==> src/rtl/return_stack.sv <==
// Return-address stack for JSB/RET: push stores PC+1, pop presents the top entry
// combinationally so the PC mux can load it in the same cycle.
module return_stack #(
  parameter int unsigned DEPTH  = 8,
  parameter int unsigned ADDR_W = 12
) (
  input  logic                         clk,
  input  logic                         reset,
  input  logic                         push,
  input  logic                         pop,
  input  logic [ADDR_W-1:0]            push_data,
  input  logic                         clear_err,
  output logic [ADDR_W-1:0]            top,
  output logic [$clog2(DEPTH):0]       count,
  output logic                         empty,
  output logic                         full,
  output logic                         overflow,
  output logic                         underflow
);

  localparam int unsigned PTR_W = $clog2(DEPTH);
  localparam int unsigned CNT_W = PTR_W + 1;

  logic [ADDR_W-1:0] mem_q [DEPTH];
  logic [CNT_W-1:0]  sp_q, sp_d;
  logic              ovf_q, ovf_d;
  logic              unf_q, unf_d;
  logic              we_c;
  logic [PTR_W-1:0]  waddr_c;
  logic [PTR_W-1:0]  top_idx_c;
  logic              empty_c, full_c;

  assign empty_c   = (sp_q == '0);
  assign full_c    = (sp_q == CNT_W'(DEPTH));
  assign top_idx_c = PTR_W'(sp_q - CNT_W'(1));

  // Next-state: resolve the push/pop request against current occupancy
  always_comb begin
    sp_d    = sp_q;
    ovf_d   = ovf_q & ~clear_err;
    unf_d   = unf_q & ~clear_err;
    we_c    = 1'b0;
    waddr_c = PTR_W'(sp_q);
    if (!reset) begin
      unique case ({push, pop})
        2'b10: begin
          if (full_c) begin
            ovf_d = 1'b1;
          end else begin
            we_c    = 1'b1;
            waddr_c = PTR_W'(sp_q);
            sp_d    = sp_q + CNT_W'(1);
          end
        end
        2'b01: begin
          if (empty_c) begin
            unf_d = 1'b1;
          end else begin
            sp_d = sp_q - CNT_W'(1);
          end
        end
        2'b11: begin
          we_c = 1'b1;
          if (empty_c) begin
            waddr_c = '0;
            sp_d    = CNT_W'(1);
            unf_d   = 1'b1;
          end else begin
            waddr_c = top_idx_c;
          end
        end
        default: ;
      endcase
    end
  end

  always_ff @(posedge clk or posedge reset) begin
    if (reset) begin
      sp_q  <= '0;
      ovf_q <= 1'b0;
      unf_q <= 1'b0;
    end else begin
      sp_q  <= sp_d;
      ovf_q <= ovf_d;
      unf_q <= unf_d;
    end
  end

  // Storage is intentionally not reset; validity is tracked by sp_q alone
  always_ff @(posedge clk) begin
    if (we_c) begin
      mem_q[waddr_c] <= push_data;
    end
  end

  assign top       = empty_c ? '0 : mem_q[top_idx_c];
  assign count     = sp_q;
  assign empty     = empty_c;
  assign full      = full_c;
  assign overflow  = ovf_q;
  assign underflow = unf_q;

endmodule

==> config.mk <==
export PLATFORM = sky130hd
export DESIGN_NAME = return_stack
export DESIGN_NICKNAME = d
export VERILOG_FILES = /design/src/rtl/return_stack.sv
export SDC_FILE = /design/constraint.sdc
export NUM_CORES = 1
export LEC_CHECK = 0
export CORE_MARGIN = 4
export CORE_UTILIZATION = 45
export DETAILED_ROUTE_END_ITERATION = 12
export SETUP_SLACK_MARGIN = 0.1
export SYNTH_ARGS = -nofsm -noshare
export SYNTH_HDL_FRONTEND = slang
export SYNTH_SLANG_ARGS = --single-unit
==> constraint.sdc <==
create_clock -name clk -period 3.5 [get_ports clk]
set_input_delay 1.05 -clock clk [delete_from_list [all_inputs] [get_ports clk]]
set_output_delay 1.05 -clock clk [all_outputs]
set_load 0.03 [all_outputs]
# After elaboration in Yosys (flattened, before gate mapping)
# Memory sizes are Yosys's and may differ from the RTL's.
# Index checks and enable logic that the tools add are counted.
# Widths: inputs -> output; s select.
# classes
n_bitwise	4
eq_ne	7
mux	19
n_reduce_logical	4
add_sub_neg	2
# op_table
op	count
$mux 12	1
$mux 4	3
$pmux 4 s3	1
$mux 1	10
$mux 3	3
$ne 2x2->1 const B	3
$reduce_and 5->1	1
$add 4x1->4 const B	1
$eq 2x2->1 const B	2
$eq 4x4->1 const B	1
$logic_not 4->1	1
$sub 4x1->4 const B	1
$reduce_bool 3->1	1
$and 1x1->1	2
$eq 2x1->1 const B	1
$not 1->1	2
$pmux 1 s2	1
$reduce_or 2->1	1
# totals
input_bits	17
ff_bits	6
ram_bits	96
word_cells	40
out_inout_bits	20
n_memories	1
# memory_table
name	words	word_bits	read_ports	rd_clocked_by_memory_dff	wr	line	rtl
mem_q	8	12	1	0	1	24	logic [ADDR_W-1:0] mem_q [DEPTH];

# Logic depth before layout (Yosys ltp)
# logic_depth
depth_word	6
ltp_mapped	9
ltp_nobuf	7

# Least setup slack after synthesis
# No wires, ideal clock.
# synth_path
kind	reg2out
start	reg sp_q[0] (netlist: count[0])
end	out top[10]
path_slack_ns	0.119
stages_incl_launch_ff	10
required_time_ns	2.450
arrival_ns	2.331
n_path_buf	4
path_cell_list	dfrtp_1 -> buf_6 -> buf_6 -> inv_1 -> ha_1 -> buf_2 -> buf_2 -> mux4_2 -> nand2_1 -> a21oi_1
# synth_between
elab_chain_cells	3
word_cells_on_any_way	4
classes_between	1 x add/sub; 1 x mux; 1 x reduce/logical; 1 x memory
# synth_lines
item	line	rtl
start, declared	25	logic [CNT_W-1:0] sp_q, sp_d;
start signal, assigned	83	sp_q <= sp_d;
$sub 4x1->4	n/a	
$mem_v2 8x12	n/a	
$mux 12 (*)	96	assign top = empty_c ? '0 : mem_q[top_idx_c];
end, declared	13	output logic [ADDR_W-1:0] top,
# Every way passes the cells marked *; elsewhere a longest branch is shown, timed or not.

# Worst setup path after layout
# layout_path
start	reg sp_q[0] (netlist: count[0])
end	out top[2]
# Same word-level chain as after synthesis.

==> results.md <==
* Status: complete, no violations
* Register area share after synthesis at roughly 68%
* Detailed Route WL at approximately 8900 um
* Slowest cell on the critical path: mux4_2
* Worst-Margin Slew at 0.631 ns
* Num Clock Sinks at 102
* CP Class: flip-flop to output port
* Clock-pin slew on the worst setup and hold paths at around 0.1 ns
* Global-route usage over all layers at between 10% and 20%
* Static Leak at roughly 0.0018 uW
* Max Cap Violations at 0
* Max IR drop VDD at slightly below 0.5 mV
* Max incr delay on CP at approximately 0.59 ns
* Crit path DAT at 2.20 ns
* Syn nets at between 200 and 300
* Async SR Flop Fraction at around 5.9%
* Setup violators final at 0
* H-tree levels at 3
* Worst setup path startpoint: count[0]$_DFFE_PP0P_
* Post-Place Worst Slack at 0.547 ns
* TritonCTS clock tree: built
* P&R area growth vs syn at 16.9%
* Critical path cell sequence: buf_4 -> mux4_2 -> nand2_1 -> a21oi_1 -> buf_4
* Reg-to-Reg Start: count[0]$_DFFE_PP0P_
* Core area at between 9000 and 10000 um2
* Vias/cell at between 5 and 6
* Initial core utilization at a little under half
* Clk_lat worst skew at about 0.36 ns
* Vias in the first global route at roughly 2500
* Global-route wire length before repair at approximately 14000 um
* RSZ-0062 raised after global routing: no
* Critical Path Sink: top[2]
* Commonest register cell after synthesis: edfxtp_1
* Setup ws final at approximately 0.25 ns
* Root buffer cell: clkbuf_8
* Initial antenna violation count at 0
* Final Max Slew Viols at 0
* Number of port buffers at 36
* Worst reg2reg endpoint: mem_q[7][9]$_DFFE_PP_
* Hold Violations, Final at 0
* Layout cells sized above 1 at 29.1%
* DIE WIDTH at around 110 um
* Most common cell after layout, fill and taps aside: edfxtp_1
* TritonRoute pass-1 iters at 4
* Routed via count at about 2500
* Post-synth EDFFs at 96
* Gr ovfl total at 0
* Final worst path period share at 93.0%
* Clk buf depth at 2
* # nets final at ~350
* Avg Inst Size Synth at between 15 and 20 um2
* Rel. slew slack at ~58%
* Die Span Y at around 110 um
* Min-Delay Path Class: flip-flop to flip-flop
* Netlist cell types at between 40 and 50
* PD cells at around 890 nW/um2
* Top Ports at 37
* Residual DRC at 0
* Cells after Synth at 270
* FF-to-FF path depth at 7
* Max FO, Critical Path at 36
* FP Rows at 36
* Starting DRT DRC Count at between 100 and 150
* Final Critical Period at between 3 and 4 ns
* Routed Antenna Nets at 0
* Setup TNS at 0 ns
* F_max at slightly above 300 MHz
* Fill cells at between 800 and 900
* Syn Std Cell Area at ~4500 um2
* WP data required at ~2.5 ns
* Worst Skew at 0.0109 ns
* Die area at 11600 um2
* Gpl congestion at ~0.78
* Ys Warns at 0
* Total CTS buffers at 9
* CP startpoint kind: flip-flop
* Most frequent cells in the layout: 96 x edfxtp_1, 37 x buf_4, 30 x nand2_1
* Ant. Diodes at 0
* Reg2Reg Setup Slack at ~1.2 ns
* #FFs+latches synth at between 100 and 150
* WL per Instance at around 19 um
* Crit end category: output port
* Tot Pwr at around 4700 uW
* Most frequent CP cell: buf_4
* Final HPWL from detailed placement at approximately 5700 um
* Hold_buf cts at 0
* Largest net degree at the start of global routing at 37
==> cell type report <==
cell class / instances / area [um2] / area share [%]
clock buffer: 9 / 124 / 2.36
clock inverter: 7 / 66.3 / 1.26
inverter: 9 / 33.8 / 0.644
sequential: 102 / 3030 / 57.8
tap: 133 / 166 / 3.17
multi-input combinational: 142 / 1300 / 24.7
timing repair buffer: 61 / 528 / 10.1
==> cells by family after synthesis <==
kind of cell / Yosys count / share of synthesized area, %
xor+xnor: 3 / 0.920
flops: 102 / 67.5
mux: 25 / 12.3
fa+ha+maj: 3 / 0.836
buf+inv: 26 / 3.84
compound gates: 48 / 7.86
simple gates: 63 / 6.74
==> per-layer routing <==
metal	vias to the layer above	routed length, um	GRT usage (%)	part of all wire (%)
met4	0	86	4.51	0.97
met3	4	393	3.60	4.4
met5	-	0	0	0
li1	1160	-	-	-
met1	1278	4250	24.5	48
met2	53	4140	25.2	47
==> what timing repair did <==
| item | CTS | global route |
|---|---|---|
| endpoints found under the setup margin | 0 | 1 |
| setup buffers | 0 | 0 |
| gates resized for setup | 0 | 1 |
| endpoints found under the hold margin | 0 | 0 |
==> through the flow <==
step / util, % / cells / hold slack [ns] / instance area (um2)
after floorplan: - / 270 / 0.660 / 4490
after global placement: 51.9 / 447 / 0.515 / 5050
after detailed placement: 51.9 / 447 / 0.530 / 5050
after CTS: 53.8 / 463 / 0.546 / 5240
after global routing: 53.9 / 463 / 0.568 / 5250
final: 53.9 / 463 / 0.542 / 5250
==> power by group <==
part	internal (uW)	switching, uW	total (uW)
logic	1020	1420	2440
registers	1450	60.4	1510
clock network	275	425	699
total	2750	1900	4650
==> cell usage after synthesis, types with 2 or more instances <==
library cell	count	share of area, %
edfxtp_1	96	64
nand2_1	30	2.5
mux4_2	24	12
a21oi_1	18	2.0
nor2_1	13	1.1
inv_1	8	0.67
buf_2	7	0.78
buf_6	6	1.5
dfrtp_1	6	3.3
nor2b_1	4	0.56
nor3_1	4	0.45
o21ai_0	4	0.45
buf_4	3	0.50
ha_1	3	0.84
nand3_1	3	0.33
a22oi_1	2	0.33
a31oi_1	2	0.28
nand2b_1	2	0.28
o21ai_1	2	0.22
o21ai_2	2	0.39
o22ai_1	2	0.28
o31ai_1	2	0.33
o32ai_1	2	0.39
==> how the worst min path moves through the flow <==
stage / end / from / depth (start not counted)
after floorplan: overflow$_DFF_PP0_ / overflow$_DFF_PP0_ / 2
after global placement: underflow$_DFF_PP0_ / underflow$_DFF_PP0_ / 2
after detailed placement: overflow$_DFF_PP0_ / overflow$_DFF_PP0_ / 2
after CTS: overflow$_DFF_PP0_ / overflow$_DFF_PP0_ / 2
after global routing: overflow$_DFF_PP0_ / overflow$_DFF_PP0_ / 2
final: overflow$_DFF_PP0_ / overflow$_DFF_PP0_ / 2
==> state kept, by name, indices dropped and copies added (netlist names) <==
register / flops
count: 4
mem_q: 96
overflow: 1
underflow: 1
==> worst max-delay path, delay by kind of cell (launching register included) <==
kind | cells | cell delay (ns)
compound gates | 1 | 0.09
mux | 1 | 0.59
simple gates | 1 | 0.08
flops | 1 | 0.37
buf+inv | 2 | 0.70
No activity file was read; power rests on OpenSTA's default activity.
